[src/rtl/ring_addresser.sv]
// ring_addresser: circular-buffer address controller for an external simple
// dual-port RAM with one synchronous read port (one cycle read latency).
//
// Ports:
//   clk, rst            rising-edge clock, synchronous active-high reset
//   wr_valid, wr_data   incoming word strobe and payload
//   rd_req              consumer request for the oldest stored word
//   flush               synchronous clear of pointers, count and flags
//   mem_we/waddr/wdata  RAM write command (registered)
//   mem_re/raddr        RAM read command (registered)
//   rd_valid            external RAM read data valid this cycle
//   count, empty, full  occupancy (0..DEPTH) and derived flags
//   overflow            sticky: a write was dropped or overwrote old data
//
// Optional build macro RING_ADDRESSER_OVERWRITE_EN: when defined, a write
// into a full buffer (no read in the same cycle) overwrites the oldest
// entry instead of being dropped.

module ring_addresser #(
    parameter int unsigned DATA_W = 8,
    parameter int unsigned ADDR_W = 10
) (
    input  logic              clk,
    input  logic              rst,
    input  logic              wr_valid,
    input  logic [DATA_W-1:0] wr_data,
    input  logic              rd_req,
    input  logic              flush,
    output logic              mem_we,
    output logic [ADDR_W-1:0] mem_waddr,
    output logic [DATA_W-1:0] mem_wdata,
    output logic              mem_re,
    output logic [ADDR_W-1:0] mem_raddr,
    output logic              rd_valid,
    output logic [ADDR_W:0]   count,
    output logic              empty,
    output logic              full,
    output logic              overflow
);

    // DEPTH = 2**ADDR_W expressed at count width
    localparam logic [ADDR_W:0] DEPTH_CNT = {1'b1, {ADDR_W{1'b0}}};

    logic [ADDR_W-1:0] wptr;
    logic [ADDR_W-1:0] rptr;

    logic              rd_acc_c;
    logic              wr_acc_c;
    logic              wr_lost_c;
    logic              ovw_c;
    logic [ADDR_W:0]   count_nxt_c;

    // Acceptance decisions and next occupancy
    always_comb begin
        rd_acc_c    = rd_req && !empty;
`ifdef RING_ADDRESSER_OVERWRITE_EN
        wr_acc_c    = wr_valid;
        ovw_c       = wr_valid && full && !rd_acc_c;
`else
        wr_acc_c    = wr_valid && (!full || rd_acc_c);
        ovw_c       = 1'b0;
`endif
        // Full with no read to make room: data is lost either way
        wr_lost_c   = wr_valid && full && !rd_acc_c;

        count_nxt_c = count;
        if (wr_acc_c && !rd_acc_c && !ovw_c) begin
            count_nxt_c = count + (ADDR_W+1)'(1);
        end else if (rd_acc_c && !wr_acc_c) begin
            count_nxt_c = count - (ADDR_W+1)'(1);
        end
    end

    // Pointers, RAM commands and status registers
    always_ff @(posedge clk) begin
        if (rst) begin
            wptr      <= '0;
            rptr      <= '0;
            count     <= '0;
            empty     <= 1'b1;
            full      <= 1'b0;
            overflow  <= 1'b0;
            mem_we    <= 1'b0;
            mem_waddr <= '0;
            mem_wdata <= '0;
            mem_re    <= 1'b0;
            mem_raddr <= '0;
            rd_valid  <= 1'b0;
        end else if (flush) begin
            // RAM contents are left alone; an in-flight read is abandoned
            wptr      <= '0;
            rptr      <= '0;
            count     <= '0;
            empty     <= 1'b1;
            full      <= 1'b0;
            overflow  <= 1'b0;
            mem_we    <= 1'b0;
            mem_re    <= 1'b0;
            rd_valid  <= 1'b0;
        end else begin
            mem_we <= wr_acc_c;
            if (wr_acc_c) begin
                mem_waddr <= wptr;
                mem_wdata <= wr_data;
                wptr      <= wptr + ADDR_W'(1);
            end

            mem_re <= rd_acc_c;
            if (rd_acc_c) begin
                mem_raddr <= rptr;
            end
            // Overwrite discards the oldest entry by skipping past it
            if (rd_acc_c || ovw_c) begin
                rptr <= rptr + ADDR_W'(1);
            end

            // RAM returns data one cycle after the read command
            rd_valid <= mem_re;

            count <= count_nxt_c;
            empty <= (count_nxt_c == '0);
            full  <= (count_nxt_c == DEPTH_CNT);

            if (wr_lost_c) begin
                overflow <= 1'b1;
            end
        end
    end

endmodule
[config.mk]
export PLATFORM = sky130hd
export DESIGN_NAME = ring_addresser
export DESIGN_NICKNAME = d
export VERILOG_FILES = /design/src/rtl/ring_addresser.sv
export SDC_FILE = /design/constraint.sdc
export NUM_CORES = 1
export LEC_CHECK = 0
export ABC_AREA = 1
export CAP_MARGIN = 30
export CORE_MARGIN = 2
export CORE_UTILIZATION = 45
export DETAILED_ROUTE_END_ITERATION = 6
export GPL_TIMING_DRIVEN = 0
export PLACE_DENSITY_LB_ADDON = 0.05
export SLEW_MARGIN = 10
export SYNTH_ARGS = -nofsm -noshare
export SYNTH_HDL_FRONTEND = slang
export SYNTH_SLANG_ARGS = --single-unit
[constraint.sdc]
create_clock -name clk -period 1.4 [get_ports clk]
set_clock_uncertainty 0.1 [all_clocks]
set_input_delay 0.28 -clock clk [delete_from_list [all_inputs] [get_ports clk]]
set_output_delay 0.28 -clock clk [all_outputs]
set_load 0.05 [all_outputs]
[Yosys cells after proc, flatten, opt, wreduce, memory -nomap -nowiden]
Index checks and enable logic that the tools add are counted.
Storage, ports and cells
  output and inout bits: 45
  bits in writable memories: 0
  bits in read-only memories: 0
  bits in latches: 0
  memories kept: 0
  input bits: 13
  bits in registers: 65
Cells by class
  equality and inequality tests: 1
  divide/modulo/power cells: 0
  bitwise operators: 1
  order comparisons: 0
  add/sub/neg operators: 4
  shift-type cells: 0
  $mul: 0
  reductions and logical operators: 15
  muxes and demuxes: 2
Operators by type and width (number)
  $mux 11: 2
  $add 10x1->10 const B: 2
  $add 11x1->11 const B: 1
  $eq 11x11->1 const B: 1
  $logic_not 11->1: 1
  $sub 11x1->11 const B: 1
  $logic_and 1x1->1: 6
  $logic_not 1->1: 4
  $reduce_and 2->1: 2
  $reduce_or 2->1: 1
  $logic_or 1x1->1: 1
  $not 1->1: 1

[Longest topological paths before layout]
Gate-level depths: netlist of the first run.
  word-level depth: 9
  depth in mapped cells: 14
  mapped depth without buffers: 14

[Least setup slack after synthesis of the first run]
No wires, ideal clock.
  path type: register -> register
  start point: register count[1]
  end point: register empty
  required time: 1184 ps
  setup slack: -607 ps
  cell stages (with the launch flop): 12
  period minus slack after synthesis: 2007 ps
  arrival time: 1791 ps
  library setup time: 116 ps
  path buffers: 0
  cell sequence: dfxtp_1 > ha_1 > nand2_1 > nor2_1 > nand2_1 > nor2_1 > nand3_1 > nand2_1 > xor2_1 > nor2_1 > nand2_1 > nand2_1
On the way
  word-level cells in the longest chain between the ends: 4
  elaborated cells on any way between the ends: 5
RTL lines
  start: declaration: line 35  | output logic [ADDR_W:0] count,
  start signal: assignment: line 120  | count <= count_nxt_c;
  $sub 11x1->11: line 70  | count_nxt_c = count - (ADDR_W+1)'(1);
  $mux 11: line 69  | end else if (rd_acc_c && !wr_acc_c) begin
  $mux 11 (*): line 67  | if (wr_acc_c && !rd_acc_c && !ovw_c) begin
  $logic_not 11->1 (*): line 121  | empty <= (count_nxt_c == '0);
  end signal: assignment: line 121
  end: declaration: line 36  | output logic empty,
Every way passes the cells marked *; elsewhere a longest branch is shown, timed or not.
A chain may end at the register's enable or synchronous reset.

[Final worst setup path of the first run]
  start point: register count[0]
  end point: register full
On the way
  word-level cells in the longest chain between the ends: 4
  elaborated cells on any way between the ends: 5
RTL lines
  $sub 11x1->11: line 70
  $mux 11: line 69
  $mux 11 (*): line 67
  $eq 11x11->1 (*): line 122  | full <= (count_nxt_c == DEPTH_CNT);
  end signal: assignment: line 122
  end: declaration: line 37  | output logic full,
Marked as above.

==> impl_metrics.ini, run 1 <==
[outcome]
outcome = finished, violations left
violations = negative setup slack

[yosys]
muxShareOfSynthArea_pct = 0
synth_compound_area_share_pct = 9.668
avgSynthCellArea_um2 = 6.969
synthesis.area_mm2 = 0.002899
synth_area_leaders = dfxtp_1 45%, nand2_1 15%, nand3_1 9.1%, nor2_1 6.9%, a21oi_1 6.6%
yosysMostFrequentCell = nand2_1
yosys-top-cells-count = 115 x nand2_1, 65 x dfxtp_1, 53 x nand3_1, 53 x nor2_1, 38 x a21oi_1
synthAdderAreaFrac_pct = 1.726
ys_seq_elements = 65
yosysSeqAreaShare_pct = 44.89
synth.distinct_cells = 31
synthSimpleGateAreaFrac_pct = 35.65
postSynth.asyncResetShare_pct = 0
synth_ff_type = dfxtp_1
synth_edf_count = 0
yosysTopAreaCellShare_pct = 44.89
synthCells = 416
yosysTopAreaCell = dfxtp_1
synth_top_family_by_area = simple AND/OR/NAND/NOR gates
ys_warn_count = 0
synth-xor-area-share_pct = 1.165
synthesis.nets = 433

[grt]
grtUsageMet1_pct = 26.13
grt_pass1_vias = 2812
grt_overflow_total = 0
track_usage_pct = 21.86
globalRouteMet2Util_pct = 38.38
grt_pass1_wl_mm = 12.55
top_usage_layer = met2
antenna_found_initial = 0
grt_max_degree = 14
grtUsageMet3_pct = 5.015

[final_layout]
utilization_pct = 70.42
nNetsFinal = 529
multi_input_area_mm2 = 0.001833
design_area_mm2 = 0.004420
n_fill_cell = 502
areaGrowthSynthToFinish_pct = 52.48
seqCellArea_mm2 = 0.001328
drive_gt1_share_pct = 42.36
diodes = 0

[power]
power_density_mw_per_mm2 = 979.8
pwr-share-seq_pct = 44.1
sw_frac_of_total_pct = 29.24
ir_worst_vdd_mv = 0.8239
leakage_uw = 0.001907
power_frac_comb_pct = 14.6
p_sw_uw = 1267
p_int_uw = 3065
power_uw = 4331
clkPwrFrac_pct = 41.3

[critical_path]
end_kind = flop
reg2reg_from = count[0]
crit_arrival_ns = 1.86
path_max_fanout = 5
start_kind = flop
crit_start = count[0]
setup.worst_path.class = reg -> reg
crit_required_ns = 1.58

[cts]
cts_max_level = 3
cts_tree = built
root_buffer = clkbuf_8
cts_made_buffers = 9
clkSinkCount = 65
clk_pin_slew_worst_paths_ns = 0.08
cts.path.max_buffers = 2
clkLatencyLatePin_ns = 0.35

[placement]
portBuffers = 57
gp_congestion = 0.8745
hpwl_mm = 4.839
place_area_mm2 = 0.003674

[die]
die_h_um = 84.27
start_util_pct = 46.18
fp.dieW_um = 84.27
io_pins = 58
core_mm2 = 0.006277
fp-row-count = 29
dieArea_mm2 = 0.007101

[worst_hold_path]
min_from = flush
hp-class = in -> reg

[drt]
drcViolationCount = 0
wl_mm = 7.885
detail_route.wl_per_cell_um = 13.27
drtAntennaViolNets = 0
first_pass_iters = 4
avgViaCountPerCell = 5.077
vias = 3016
drtIter0Drc = 92

[sta]
setup_tns_ns = -5.916
setup_slack_ns = -0.2769
period_minus_slack_ns = 1.677
timing.fmax_ghz = 0.5963
hold_violations = 0
final_max_slew_viol_count = 0
rsz0062_at_grt = true
slew_headroom_pct = 77.18
worst_slew_pin_slew_ns = 0.3423
fin_crit_sh_pct = 119.8
setup-violations-final = 40
holdWs_ns = 0.2416

[run]
cap_violations = 0
## stage by stage
stage          std cells  worst slack, ns
2_1_floorplan        416          -0.2351
3_3_place_gp         550           -1.036
3_5_place_dp         550           -1.073
4_1_cts              587          -0.2288
5_1_grt              594          -0.4062
6_report             594          -0.2769
## cell type report
class | count | area share [%]
clock inverter | 6 | 1.642
timing repair buffer | 85 | 15.09
clock buffer | 10 | 3.368
inverter | 38 | 3.623
tap | 77 | 2.179
multi-input combinational | 300 | 41.47
sequential | 65 | 30.03
buffer | 13 | 2.604
## routing by layer
layer	wire, µm	share of wire, %	vias up
met3	307	3.9	11
met5	0	0	-
met2	4091	52	62
li1	-	-	1538
met4	122	1.5	0
met1	3364	43	1405
## cell families (layout without fill, tap and decap cells)
family	after synthesis	count (layout)
AO/OA/AOI/OAI	53	53
XOR/XNOR	3	3
adder cells (fa/ha/maj)	4	4
buffers and inverters	51	152
flip-flops	65	65
AND/OR/NAND/NOR	240	240
## worst max-delay path, cell delays in order (launching register included)
cell     delay, ns
dfxtp_4       0.39
inv_6         0.07
ha_4          0.13
nand2_2       0.07
nor2_4        0.17
nand3_2       0.09
nand2_2       0.12
nand3_2       0.08
nand2_2       0.09
inv_1         0.04
nor2_1        0.09
nand2_1       0.06
nor2_1        0.10
## registers in the layout, indices dropped and copies added, names as in the netlist
register	cells
count	11
empty	1
full	1
mem_raddr	10
mem_re	1
mem_waddr	10
mem_wdata	8
mem_we	1
overflow	1
rd_valid	1
rptr	10
wptr	10
## cells in the final DEF (no fill, tap or decap), types with 3 or more instances in the layout
cell             instances
a21oi_1                 23
a21oi_2                 15
buf_2                   33
buf_4                   16
buf_6                   12
buf_8                    4
clkbuf_2                 6
clkbuf_4                12
clkbuf_8                10
clkdlybuf4s50_1          9
dfxtp_1                 54
dfxtp_2                  6
dfxtp_4                  5
inv_1                   29
inv_2                    4
inv_4                    3
inv_6                    3
nand2_1                 75
nand2_2                 36
nand2_4                  4
nand3_1                 42
nand3_2                  9
nand3_4                  3
nor2_1                  43
nor2_2                   3
nor2_4                  10
nor3_1                   4
o21ai_0                  5
o21ai_2                  5
## power by group through the flow
stage                     sequential [µW]  clock (µW)  combinational (µW)
after floorplan                      2030           0                 246
after global placement               1950           0                 483
after detailed placement             1950           0                 487
after CTS                            1910        1790                 570
after global routing                 1920        1870                 686
final                                1910        1790                 631
## worst paths after layout
check	to	slack (ns)	cells past startpoint
max	full	-0.28	12
min	wptr[0]	0.24	4
max reg2reg	full	-0.28	12
min reg2reg	rd_valid	0.32	2
## timing repair
action / CTS / global route
hold buffers: 0 / 0
setup endpoints to repair: 110 / 69
pin swaps: 24 / 17
cloned: 4 / 0
gates resized for setup: 317 / 77
buffers inserted: 17 / 11
Note: power is estimated with default switching activity, not from simulation.
==> run 2: changes to the inputs <==
- CORE_UTILIZATION: 45 -> 46
==> impl_metrics.ini, run 2 (synthesis gave the netlist of run 1 again) <==
[final_layout]
seqCellArea_mm2 = 0.001331
multi_input_area_mm2 = 0.002042
top_register = count
fin_cells = 603
areaGrowthSynthToFinish_pct = 62.71
n_fill_cell = 407
design_area_mm2 = 0.004717
layout_common_cells = 70 x nand2_1, 51 x dfxtp_1, 41 x nand3_1
nNetsFinal = 541
layout_commonest_cell = nand2_1
diodes = 0
drive_gt1_share_pct = 48.48
largest_reg_flops = 11

[power]
clkPwrFrac_pct = 36.9
power_density_mw_per_mm2 = 887.5
power_frac_comb_pct = 17.4
p_sw_uw = 1193
sw_frac_of_total_pct = 28.49
pwr-share-seq_pct = 45.7
p_int_uw = 2994
leakage_uw = 0.002043
ir_worst_vdd_mv = 0.8402

[critical_path]
slowest_stage = dfxtp_4
path_max_fanout = 5
crit_required_ns = 1.57
crit_start = count[1]
crit_buf_inv = 1
reg2reg_from = count[1]
rrSetupSlack_ns = -0.31
start_kind = flop
endpoint = full
cpPeakStageDelay_ns = 0.37
crit_arrival_ns = 1.88
regToRegEndpoint = full
setup.worst_path.class = reg -> reg
rr_worst_depth = 12
critPathTopFamily = simple AND/OR/NAND/NOR gates
end_kind = flop
cp_cell_sequence = inv_4 -> ha_4 -> nand2_4 -> nor2_4 -> nand3_2 -> nand2_4 -> nand3_2 -> nand2_2 -> nand2_1 -> nor2_1 -> nand2_1 -> nor2_2
path_depth = 12

[die]
die_h_um = 83.39
fp.dieW_um = 83.39
io_pins = 58
start_util_pct = 48.39
core_mm2 = 0.005991
dieArea_mm2 = 0.006953
fp-row-count = 28

[placement]
dp_cells = 548
hpwl_mm = 5.108
gp_congestion = 0.8707
portBuffers = 57
place_area_mm2 = 0.003671

[sta]
hold_violations = 0
final_max_slew_viol_count = 0
period_minus_slack_ns = 1.713
holdWs_ns = 0.3338
setup-violations-final = 52
timing.fmax_ghz = 0.5836
setup_slack_ns = -0.3134
rsz0062_at_grt = true
fin_crit_sh_pct = 122.4
slew_headroom_pct = 66.06
worst_slew_pin_slew_ns = 0.5112

[grt]
grt_pass1_wl_mm = 13.20
track_usage_pct = 22.96
grt_max_degree = 11
grt_overflow_total = 0
antenna_found_initial = 0
grt_pass1_vias = 2890

[cts]
cts_made_buffers = 9
clk_pin_slew_worst_paths_ns = 0.07
root_buffer = clkbuf_8
cts.path.max_buffers = 2
clkLatencyLatePin_ns = 0.35
cts_max_level = 3
cts_tree = built
clkSinkCount = 65

[drt]
detail_route.wl_per_cell_um = 14.75
avgViaCountPerCell = 5.289
drtAntennaViolNets = 0
first_pass_iters = 4
wl_mm = 8.892
drtIter0Drc = 132
vias = 3189
drcViolationCount = 0

[outcome]
violations = negative setup slack
outcome = finished, violations left

[worst_hold_path]
hp-class = reg -> reg

[run]
cap_violations = 0
[run 2: what timing repair did]
item,CTS,global route
pin swaps,34,47
gates cloned,4,1
buffers inserted,24,17
hold buffers,0,0
endpoints found under the setup margin,110,63
hold endpoints to repair,0,0
gates resized for setup,315,127
[run 2: worst reg2reg max path: stages (launching register included)]
cell and delay, ns:
dfxtp_4 0.37, inv_4 0.07, ha_4 0.14, nand2_4 0.06, nor2_4 0.16, nand3_2 0.11, nand2_4 0.11, nand3_2 0.08
nand2_2 0.10, nand2_1 0.05, nor2_1 0.10, nand2_1 0.07, nor2_2 0.12
[run 2: layer usage]
layer	GRT usage, %	vias to the layer above	part of all wire [%]
met5	0	-	0
met4	7.899	0	1.3
met3	5.070	13	4.0
met2	41.06	75	54
met1	26.96	1538	40
li1	-	1563	-
[run 2: final cells by class]
class	instances	area share (%)
clock buffer	13	3.820
timing repair buffer	96	16.50
multi-input combinational	301	43.29
tap	75	1.989
buffer	13	2.573
inverter	38	3.395
sequential	65	28.22
clock inverter	2	0.2122
[run 2: worst min-delay path by stage]
stage	to	start	slack, ns	depth (start not counted)
CTS	rd_valid	mem_re	0.34	2
global placement	rd_valid	mem_re	0.31	2
finish	rd_valid	mem_re	0.33	2
global route	rd_valid	mem_re	0.37	2
floorplan	wptr[9]	wptr[9]	0.34	2
detailed placement	rd_valid	mem_re	0.33	2
[run 2: through the flow]
step           power (µW)  setup slack [ns]  TNS [ns]  utilization (%)
4_1_cts              4059           -0.2572    -3.794            69.44
3_3_place_gp         2430            -1.084    -49.98            61.28
3_5_place_dp         2437            -1.079    -50.50            61.28
2_1_floorplan        2280           -0.2351    -1.823                -
5_1_grt              4342           -0.4274    -12.00            78.74
6_report             4186           -0.3134    -8.429            78.74
[run 2: power by group through the flow]
stage	Clock (µW)	Combinational [µW]	Sequential (µW)
after detailed placement	0	490	1950
after global routing	1650	779	1920
final	1540	730	1910
after global placement	0	484	1950
after floorplan	0	246	2030
after CTS	1560	588	1910
